## src/rtl/mc_control_fsm.sv

```systemverilog
`default_nettype none
// ============================================================================
// Module   : mc_control_fsm
// Brief    : Multicycle MIPS control sequencer with illegal-instruction trap
//            and retired-instruction counter. Optional macro CTRL_MEM_WAIT_EN
//            adds a mem_ready handshake on FETCH, MEMRD and MEMWR.
// Revision : 1.0
// ============================================================================
module mc_control_fsm #(
    parameter int         CNT_W    = 16,
    parameter logic [5:0] RTYPE_OP = 6'h00
) (
    input  logic             clk,
    input  logic             reset,
    input  logic [5:0]       opcode,
    input  logic [5:0]       func,
    input  logic             Zero,
`ifdef CTRL_MEM_WAIT_EN
    input  logic             mem_ready,
`endif
    output logic [2:0]       ALUOp,
    output logic             PCSrc,
    output logic             RegDst,
    output logic             ALUSrc,
    output logic             MemToReg,
    output logic             regWrite,
    output logic             MemWrite,
    output logic             MemRead,
    output logic             PCWrite,
    output logic             IRWrite,
    output logic             IorD,
    output logic             pc_alu,
    output logic [3:0]       state,
    output logic             illegal,
    output logic [CNT_W-1:0] instr_count
);

    localparam logic [5:0]       c_OP_LW   = 6'h23;
    localparam logic [5:0]       c_OP_SW   = 6'h2B;
    localparam logic [5:0]       c_OP_BEQ  = 6'h04;
    localparam logic [5:0]       c_OP_ADDI = 6'h08;
    localparam logic [2:0]       c_ALU_ADD = 3'b010;
    localparam logic [CNT_W-1:0] c_ONE     = {{(CNT_W-1){1'b0}}, 1'b1};

    typedef enum logic [3:0] {
        S_FETCH  = 4'd0,
        S_DECODE = 4'd1,
        S_MEMADR = 4'd2,
        S_MEMRD  = 4'd3,
        S_MEMWB  = 4'd4,
        S_MEMWR  = 4'd5,
        S_EXEC   = 4'd6,
        S_ALUWB  = 4'd7,
        S_BRANCH = 4'd8,
        S_ADDIEX = 4'd9,
        S_ADDIWB = 4'd10,
        S_ERROR  = 4'd15
    } state_t;

    state_t           r_state;
    state_t           w_next;
    logic [14:0]      r_outs;
    logic [CNT_W-1:0] r_count;
    logic [2:0]       w_func_alu;
    logic             w_func_ok;
    logic             w_rdy;
    logic             w_retire;

`ifdef CTRL_MEM_WAIT_EN
    assign w_rdy = mem_ready;
`else
    assign w_rdy = 1'b1;
`endif

    always_comb begin
        w_func_ok  = 1'b1;
        w_func_alu = c_ALU_ADD;
        case (func)
            6'h20:   w_func_alu = 3'b010;
            6'h22:   w_func_alu = 3'b110;
            6'h24:   w_func_alu = 3'b000;
            6'h25:   w_func_alu = 3'b001;
            6'h2A:   w_func_alu = 3'b111;
            default: w_func_ok  = 1'b0;
        endcase
    end

    always_comb begin
        w_next = S_ERROR;
        case (r_state)
            S_FETCH:  w_next = w_rdy ? S_DECODE : S_FETCH;
            S_DECODE: begin
                if (opcode == c_OP_LW || opcode == c_OP_SW) w_next = S_MEMADR;
                else if (opcode == RTYPE_OP)  w_next = w_func_ok ? S_EXEC : S_ERROR;
                else if (opcode == c_OP_BEQ)  w_next = S_BRANCH;
                else if (opcode == c_OP_ADDI) w_next = S_ADDIEX;
                else                          w_next = S_ERROR;
            end
            S_MEMADR: w_next = (opcode == c_OP_SW) ? S_MEMWR : S_MEMRD;
            S_MEMRD:  w_next = w_rdy ? S_MEMWB : S_MEMRD;
            S_MEMWB:  w_next = S_FETCH;
            S_MEMWR:  w_next = w_rdy ? S_FETCH : S_MEMWR;
            S_EXEC:   w_next = S_ALUWB;
            S_ALUWB:  w_next = S_FETCH;
            S_BRANCH: w_next = S_FETCH;
            S_ADDIEX: w_next = S_ADDIWB;
            S_ADDIWB: w_next = S_FETCH;
            default:  w_next = S_ERROR;
        endcase
    end

    // Any entry into FETCH from another state completes an instruction.
    assign w_retire = (w_next == S_FETCH) && (r_state != S_FETCH);

    // Output vector {ALUOp, PCSrc, RegDst, ALUSrc, MemToReg, regWrite,
    // MemWrite, MemRead, PCWrite, IRWrite, IorD, pc_alu, illegal}.
    function automatic logic [14:0] f_outs(input state_t s, input logic [2:0] falu);
        logic [2:0]  alu;
        logic [11:0] b;
        alu = c_ALU_ADD;
        b   = 12'd0;
        case (s)
            S_FETCH:  b = 12'b0000_0011_1010;
            S_MEMADR: b = 12'b0010_0000_0000;
            S_MEMRD:  b = 12'b0010_0010_0100;
            S_MEMWB:  b = 12'b0001_1000_0000;
            S_MEMWR:  b = 12'b0010_0100_0100;
            S_EXEC:   alu = falu;
            S_ALUWB:  begin alu = falu; b = 12'b0100_1000_0000; end
            S_BRANCH: begin alu = 3'b110; b = 12'b1000_0000_0000; end
            S_ADDIEX: b = 12'b0010_0000_0000;
            S_ADDIWB: b = 12'b0010_1000_0000;
            S_ERROR:  b = 12'b0000_0000_0001;
            default:  b = 12'd0;
        endcase
        return {alu, b};
    endfunction

    always_ff @(posedge clk or posedge reset) begin
        if (reset) begin
            r_state <= S_FETCH;
            r_outs  <= f_outs(S_FETCH, c_ALU_ADD);
            r_count <= '0;
        end else begin
            r_state <= w_next;
            r_outs  <= f_outs(w_next, w_func_alu);
            if (w_retire)
                r_count <= r_count + c_ONE;
        end
    end

    // Strobes are forced low while reset is held so they drop without a clock edge.
    assign ALUOp       = reset ? c_ALU_ADD : ((r_state == S_EXEC) ? w_func_alu : r_outs[14:12]);
    assign PCSrc       = r_outs[11] & ~reset;
    assign RegDst      = r_outs[10] & ~reset;
    assign ALUSrc      = r_outs[9]  & ~reset;
    assign MemToReg    = r_outs[8]  & ~reset;
    assign regWrite    = r_outs[7]  & ~reset;
    assign MemWrite    = r_outs[6]  & w_rdy & ~reset;
    assign MemRead     = r_outs[5]  & ~reset;
    assign PCWrite     = ~reset & ((r_outs[4] & w_rdy) | ((r_state == S_BRANCH) & Zero));
    assign IRWrite     = r_outs[3]  & w_rdy & ~reset;
    assign IorD        = r_outs[2]  & ~reset;
    assign pc_alu      = r_outs[1]  & ~reset;
    assign illegal     = r_outs[0];
    assign state       = r_state;
    assign instr_count = r_count;

endmodule
`default_nettype wire
```

## config.mk

```make
export PLATFORM = sky130hd
export DESIGN_NAME = mc_control_fsm
export DESIGN_NICKNAME = d
export VERILOG_FILES = /design/src/rtl/mc_control_fsm.sv
export SDC_FILE = /design/constraint.sdc
export NUM_CORES = 1
export LEC_CHECK = 0
export ABC_CLOCK_PERIOD_IN_PS = 2300
export BUFFER_PORTS_ARGS = -buffer_cell sky130_fd_sc_hd__buf_2
export CORE_ASPECT_RATIO = 1.25
export CORE_MARGIN = 10
export CORE_UTILIZATION = 37
export DETAILED_ROUTE_END_ITERATION = 16
export PLACE_DENSITY = 0.66
export SLEW_MARGIN = 20
export SYNTH_ARGS = -nofsm -noshare
export SYNTH_HDL_FRONTEND = slang
export SYNTH_SLANG_ARGS = --single-unit
```

## constraint.sdc

```tcl
create_clock -name clk -period 2.3 [get_ports clk]
set_input_delay 0.575 -clock clk [delete_from_list [all_inputs] [get_ports clk]]
set_output_delay 0.575 -clock clk [all_outputs]
set_load 0.02 [all_outputs]
```

# --- Word-level counts from Yosys, hierarchy flattened ---
# Index checks and enable logic that the tools add are counted.
word_totals:
  regBits: 35
  input_bits: 15
  elab_cells: 70
classes:
  n_addsub: 1
  eq_ne: 29
  muxes: 13
  bitwise_logic: 14
  reduce_logical: 10
ops:
  columns: ["cell", "count"]
  rows:
  - ["$pmux W12 S9", 1]
  - ["$eq A6 B6 Y1 const B", 7]
  - ["$eq A4 B3 Y1 const B", 8]
  - ["$eq A4 B4 Y1 const B", 7]
  - ["$pmux W4 S7", 1]
  - ["$add A16 B1 Y16 const B", 1]
  - ["$eq A4 B2 Y1 const B", 4]
  - ["$mux W3", 5]
  - ["$and A1 B1 Y1", 12]
  - ["$mux W4", 3]
  - ["$pmux W3 S4", 1]
  - ["$reduce_or A5 Y1", 2]
  - ["$logic_not A4 Y1", 2]
  - ["$eq A6 B3 Y1 const B", 1]
  - ["$eq A6 B4 Y1 const B", 1]
  - ["$logic_not A6 Y1", 1]
  - ["$pmux W3 S2", 1]
  - ["$eq A4 B1 Y1 const B", 1]
  - ["$reduce_bool A4 Y1", 1]
  - ["$reduce_or A2 Y1", 2]
  - ["$logic_and A1 B1 Y1", 1]
  - ["$logic_or A1 B1 Y1", 1]
  - ["$mux W1", 1]
  - ["$not A1 Y1", 1]
  - ["$or A1 B1 Y1", 1]

# --- Longest topological paths before layout ---
depth:
  word_depth: 10
  depth_mapped: 10
  ltp_nobuf: 8

# --- Worst setup path after synthesis ---
# Ideal clock, no wire load.
synth_timing:
  path_type: "input-to-reg"
  startpoint: "input port opcode[0]"
  endpoint: "register r_count[14] (netlist: instr_count[14])"
  setup_ns: 0.129
  arrival_ns: 2.345
  slack_ns: -0.174
  cell_stages: 8
  path_buffers: 1
  path_cell_list: "or4_4 nand2b_4 a21oi_1 nand2_2 nor4_4 buf_6 nand3_1 xnor2_1"
synth_via:
  elab_chain_len: 8
  elab_cells_between_ends: 14
  classes_between: "eq/ne: 4; mux: 6; reduce/logical: 4"
synth_lines:
  columns: ["item", "line", "text"]
  rows:
  - ["start, declared", "15", "input logic [5:0] opcode,"]
  - ["$eq A6 B4 Y1", "96", "else if (opcode == c_OP_ADDI) w_next = S_ADDIEX;"]
  - ["$mux W3", "96", null]
  - ["$mux W3", "95", "else if (opcode == c_OP_BEQ) w_next = S_BRANCH;"]
  - ["$mux W4", "94", "else if (opcode == RTYPE_OP) w_next = w_func_ok ? S_EXEC : S_ERROR;"]
  - ["$mux W4", "93", "if (opcode == c_OP_LW || opcode == c_OP_SW) w_next = S_MEMADR;"]
  - ["$pmux W4 S7 (*)", "90", "case (r_state)"]
  - ["net w_next[2]", "61", "state_t w_next;"]
  - ["$logic_not A4 Y1 (*)", "113", "assign w_retire = (w_next == S_FETCH) && (r_state != S_FETCH);"]
  - ["$logic_and A1 B1 Y1 (*)", "113", null]
  - ["end signal, assigned", "148", "r_count <= r_count + c_ONE;"]
  - ["end, declared", "63", "logic [CNT_W-1:0] r_count;"]
# Mark *: on every way through the listed nets, which the timed path passes. The rest lies on a longest branch.
# A chain may end at the register's enable or synchronous reset.

# --- Final worst setup path ---
layout_timing:
  startpoint: "register r_state[3] (netlist: state[3])"
  endpoint: "register r_count[0] (netlist: instr_count[0])"
layout_via:
  elab_chain_len: 5
  elab_cells_between_ends: 16
  classes_between: "eq/ne: 10; mux: 1; reduce/logical: 5"
layout_lines:
  columns: ["item", "line", "text"]
  rows:
  - ["start, declared", "60", "state_t r_state;"]
  - ["start signal, assigned", "145", "r_state <= w_next;"]
  - ["$eq A4 B4 Y1 or $eq A4 B3 Y1 (tied branches)", "90", null]
  - ["$reduce_or A5 Y1 (no source line)", null, null]
  - ["$pmux W4 S7 (*)", "90", null]
  - ["net w_next[3]", "61", null]
  - ["$logic_not A4 Y1 (*)", "113", null]
  - ["$logic_and A1 B1 Y1 (*)", "113", null]
# Marks and branches as above.

==> flow_summary.yaml <==
layout:
  n_antenna_cell: 0
  design_area_sq_um: 2556
  final_nets: 260
  final_core_util_pct: 58.21
  syn2layout_area_growth_pct: 51.90
  drive_gt1_share_pct: 49.80
  final_common_cell: "buf_2"
  final_cell_mix: "buf_2, dfrtp_1, buf_4"
sta:
  finalSetupTns_ps: -79.42
  skew_ps: 8.753
  period_minus_slack_ps: 2328
  hold_viol_final: 0
  final-setup-viol-count: 4
  worstMarginPinSlew_ps: 464.0
  fmax_mhz: 429.5
  min_period_over_period_pct: 101.2
  hold_slack_ps: 469.5
  relSlewSlack_pct: 69.07
  fin_ws_ps: -28.08
  slew_viol_final: 0
  rsz0062_at_grt: "yes"
worst_setup_path:
  cp.arrival_ps: 2490
  cp.required_ps: 2470
  start_kind: "register"
  crit_path_end_kind: "register"
  crit_type: "reg -> reg"
  critPathMaxFanout: 8
detailed_routing:
  vias_per_cell: 4.911
  remaining_drc_errors: 0
  ant_nets: 0
  vias: 1488
  first_iter_violations: 48
  wirelength_um: 4519
  wl_per_cell_um: 14.91
  dr.pass1.iters: 4
place:
  postPlaceCellArea_sq_um: 2167
  portBuffers: 49
  hpwl_um: 3259
  gp_congestion: 0.8916
synthesis:
  ys_seq_area_share_pct: 49.29
  synthFlopType: "dfrtp_1"
  ys_async_sr_fraction_pct: 100.0
  synth.distinct_cells: 47
  syn_avg_cell_area_sq_um: 10.20
  synth-seq-cells: 33
  yosysWarnings: 0
  synth.net_count: 181
  netlist_area_sq_um: 1683
  synthCells: 165
  synth_edf_count: 0
clocking:
  insertion_delay_ps: 290
  cts-root-buf: "clkbuf_8"
  cts_buffers: 5
  clk_pin_slew_ps: 80
  cts_tree: "done"
  clk_path_buf_depth: 2
  postCtsHoldBufs: 0
  htreeDepth: 2
  clock-sinks: 33
grt:
  antenna_found_initial: 0
  met1_usage_pct: 12.58
  grt_usage_pct: 11.54
  grt_pass1_wl_um: 7038
  use_met2_pct: 20.04
  grt_max_degree: 34
  met3_usage_pct: 4.237
  grt_pass1_vias: 1512
  overflow: 0
  grt.busiest_layer: "met2"
pwr:
  leakagePower_nw: 1.219
  powerDensity_nw_per_um2: 466.9
  vdd_drop_max_mv: 0.3900
  finalPower_mw: 1.193
floorplanning:
  die_w_um: 80.32
  start_util_pct: 38.32
  num_rows: 27
  ios: 50
  die_y_um: 95.40
  die_area_sq_um: 7663
  core-area_sq_um: 4392
run_status:
  violations: "negative setup slack"
  outcome: "finished, violations left"
flow_run:
  max_cap_violations: 0
min_path:
  hold_path.class: "reg -> reg"
==> critical path: stages (launching register included) <==
cell       delay, ps
dfrtp_1          410
or4b_1           580
a41oi_4          270
o41ai_4          120
and2_4           180
inv_4             60
nor4_4            30
buf_6            140
clkbuf_16        160
buf_4            130
xor2_1           130
==> state kept, by name (all words and copies together), names as in the netlist <==
register	flops
state	4
r_outs	13
instr_count	16
==> routing by layer <==
layer	part of all wire [%]	vias up	routed length, um
met3	6.7	4	305
met2	53	41	2395
met5	0	-	0
li1	-	730	-
met4	1.0	0	46
met1	39	713	1772
==> cell type report <==
cell class | instances | area, sq um
inverter | 8 | 36.28
fill | 408 | 1836
clock buffer | 5 | 68.82
clock inverter | 3 | 46.29
tap | 58 | 72.57
multi-input combinational | 115 | 940.9
timing repair buffer | 81 | 561.8
sequential | 33 | 829.5
==> synth_stat cells (2+ instances only) <==
| master | count | share of area (%) |
|---|---|---|
| o22ai_1 | 2 | 0.74 |
| nor3b_1 | 2 | 0.89 |
| nand4_1 | 5 | 1.9 |
| o21ai_0 | 3 | 0.89 |
| inv_1 | 7 | 1.6 |
| and3_1 | 5 | 1.9 |
| a41oi_1 | 2 | 1.0 |
| nand2_1 | 8 | 1.8 |
| xor2_1 | 3 | 1.6 |
| clkbuf_1 | 4 | 0.89 |
| xnor2_1 | 15 | 7.8 |
| and2_1 | 3 | 1.1 |
| a21oi_1 | 5 | 1.5 |
| nor3_1 | 5 | 1.5 |
| nor2b_1 | 12 | 4.5 |
| nor2_1 | 10 | 2.2 |
| buf_2 | 3 | 0.89 |
| nand2b_1 | 2 | 0.74 |
| nand3_1 | 9 | 2.7 |
| or3_1 | 2 | 0.74 |
| dfrtp_1 | 30 | 45 |
| dfstp_2 | 3 | 4.7 |
==> repair_timing <==
action	4_1_cts	5_1_grt
setup buffers	1	6
gates cloned	0	2
pin swaps	1	14
gates resized for setup	5	28
endpoints found under the setup margin	5	21
==> stage by stage <==
stage / std cells / setup WS (ps)
4_1_cts: 295 / -10.13
3_3_place_gp: 286 / -295.8
5_1_grt: 303 / -98.26
3_5_place_dp: 286 / -314.0
6_report: 303 / -28.08
2_1_floorplan: 165 / -145.2
==> cell families (layout without fill, tap and decap cells) <==
group | after synthesis | in the layout | synth area share [%]
adder cells (fa/ha/maj) | 1 | 1 | 0.7434
AND/OR/NAND/NOR | 73 | 73 | 26.39
flip-flops | 33 | 33 | 49.29
buffers and inverters | 17 | 97 | 4.684
multiplexers | 2 | 2 | 1.264
AO/OA/AOI/OAI | 21 | 21 | 8.253
XOR/XNOR | 18 | 18 | 9.369
==> report_power, final <==
group / leakage, nW / internal (mW) / switching (mW)
Clock: 0.0543 / 0.324 / 0.224
Combinational: 0.741 / 0.0268 / 0.0381
Sequential: 0.424 / 0.580 / 0
==> path summary, 6_finish.rpt <==
check	from	slack (ps)	endpoint	cells past startpoint
worst max-delay path	state[3]$_DFF_PP0_	-30	instr_count[0]$_DFFE_PP0P_	10
min in group asynchronous	reset	550	r_outs[7]$_DFF_PP0_	3
worst max register to register	state[3]$_DFF_PP0_	-30	instr_count[0]$_DFFE_PP0P_	10
worst min register to register	instr_count[15]$_DFFE_PP0P_	470	instr_count[15]$_DFFE_PP0P_	1
worst min-delay path	instr_count[15]$_DFFE_PP0P_	470	instr_count[15]$_DFFE_PP0P_	1
max in group asynchronous	reset	1410	r_outs[5]$_DFF_PP1_	3
No activity file was read; power rests on OpenSTA's default activity.
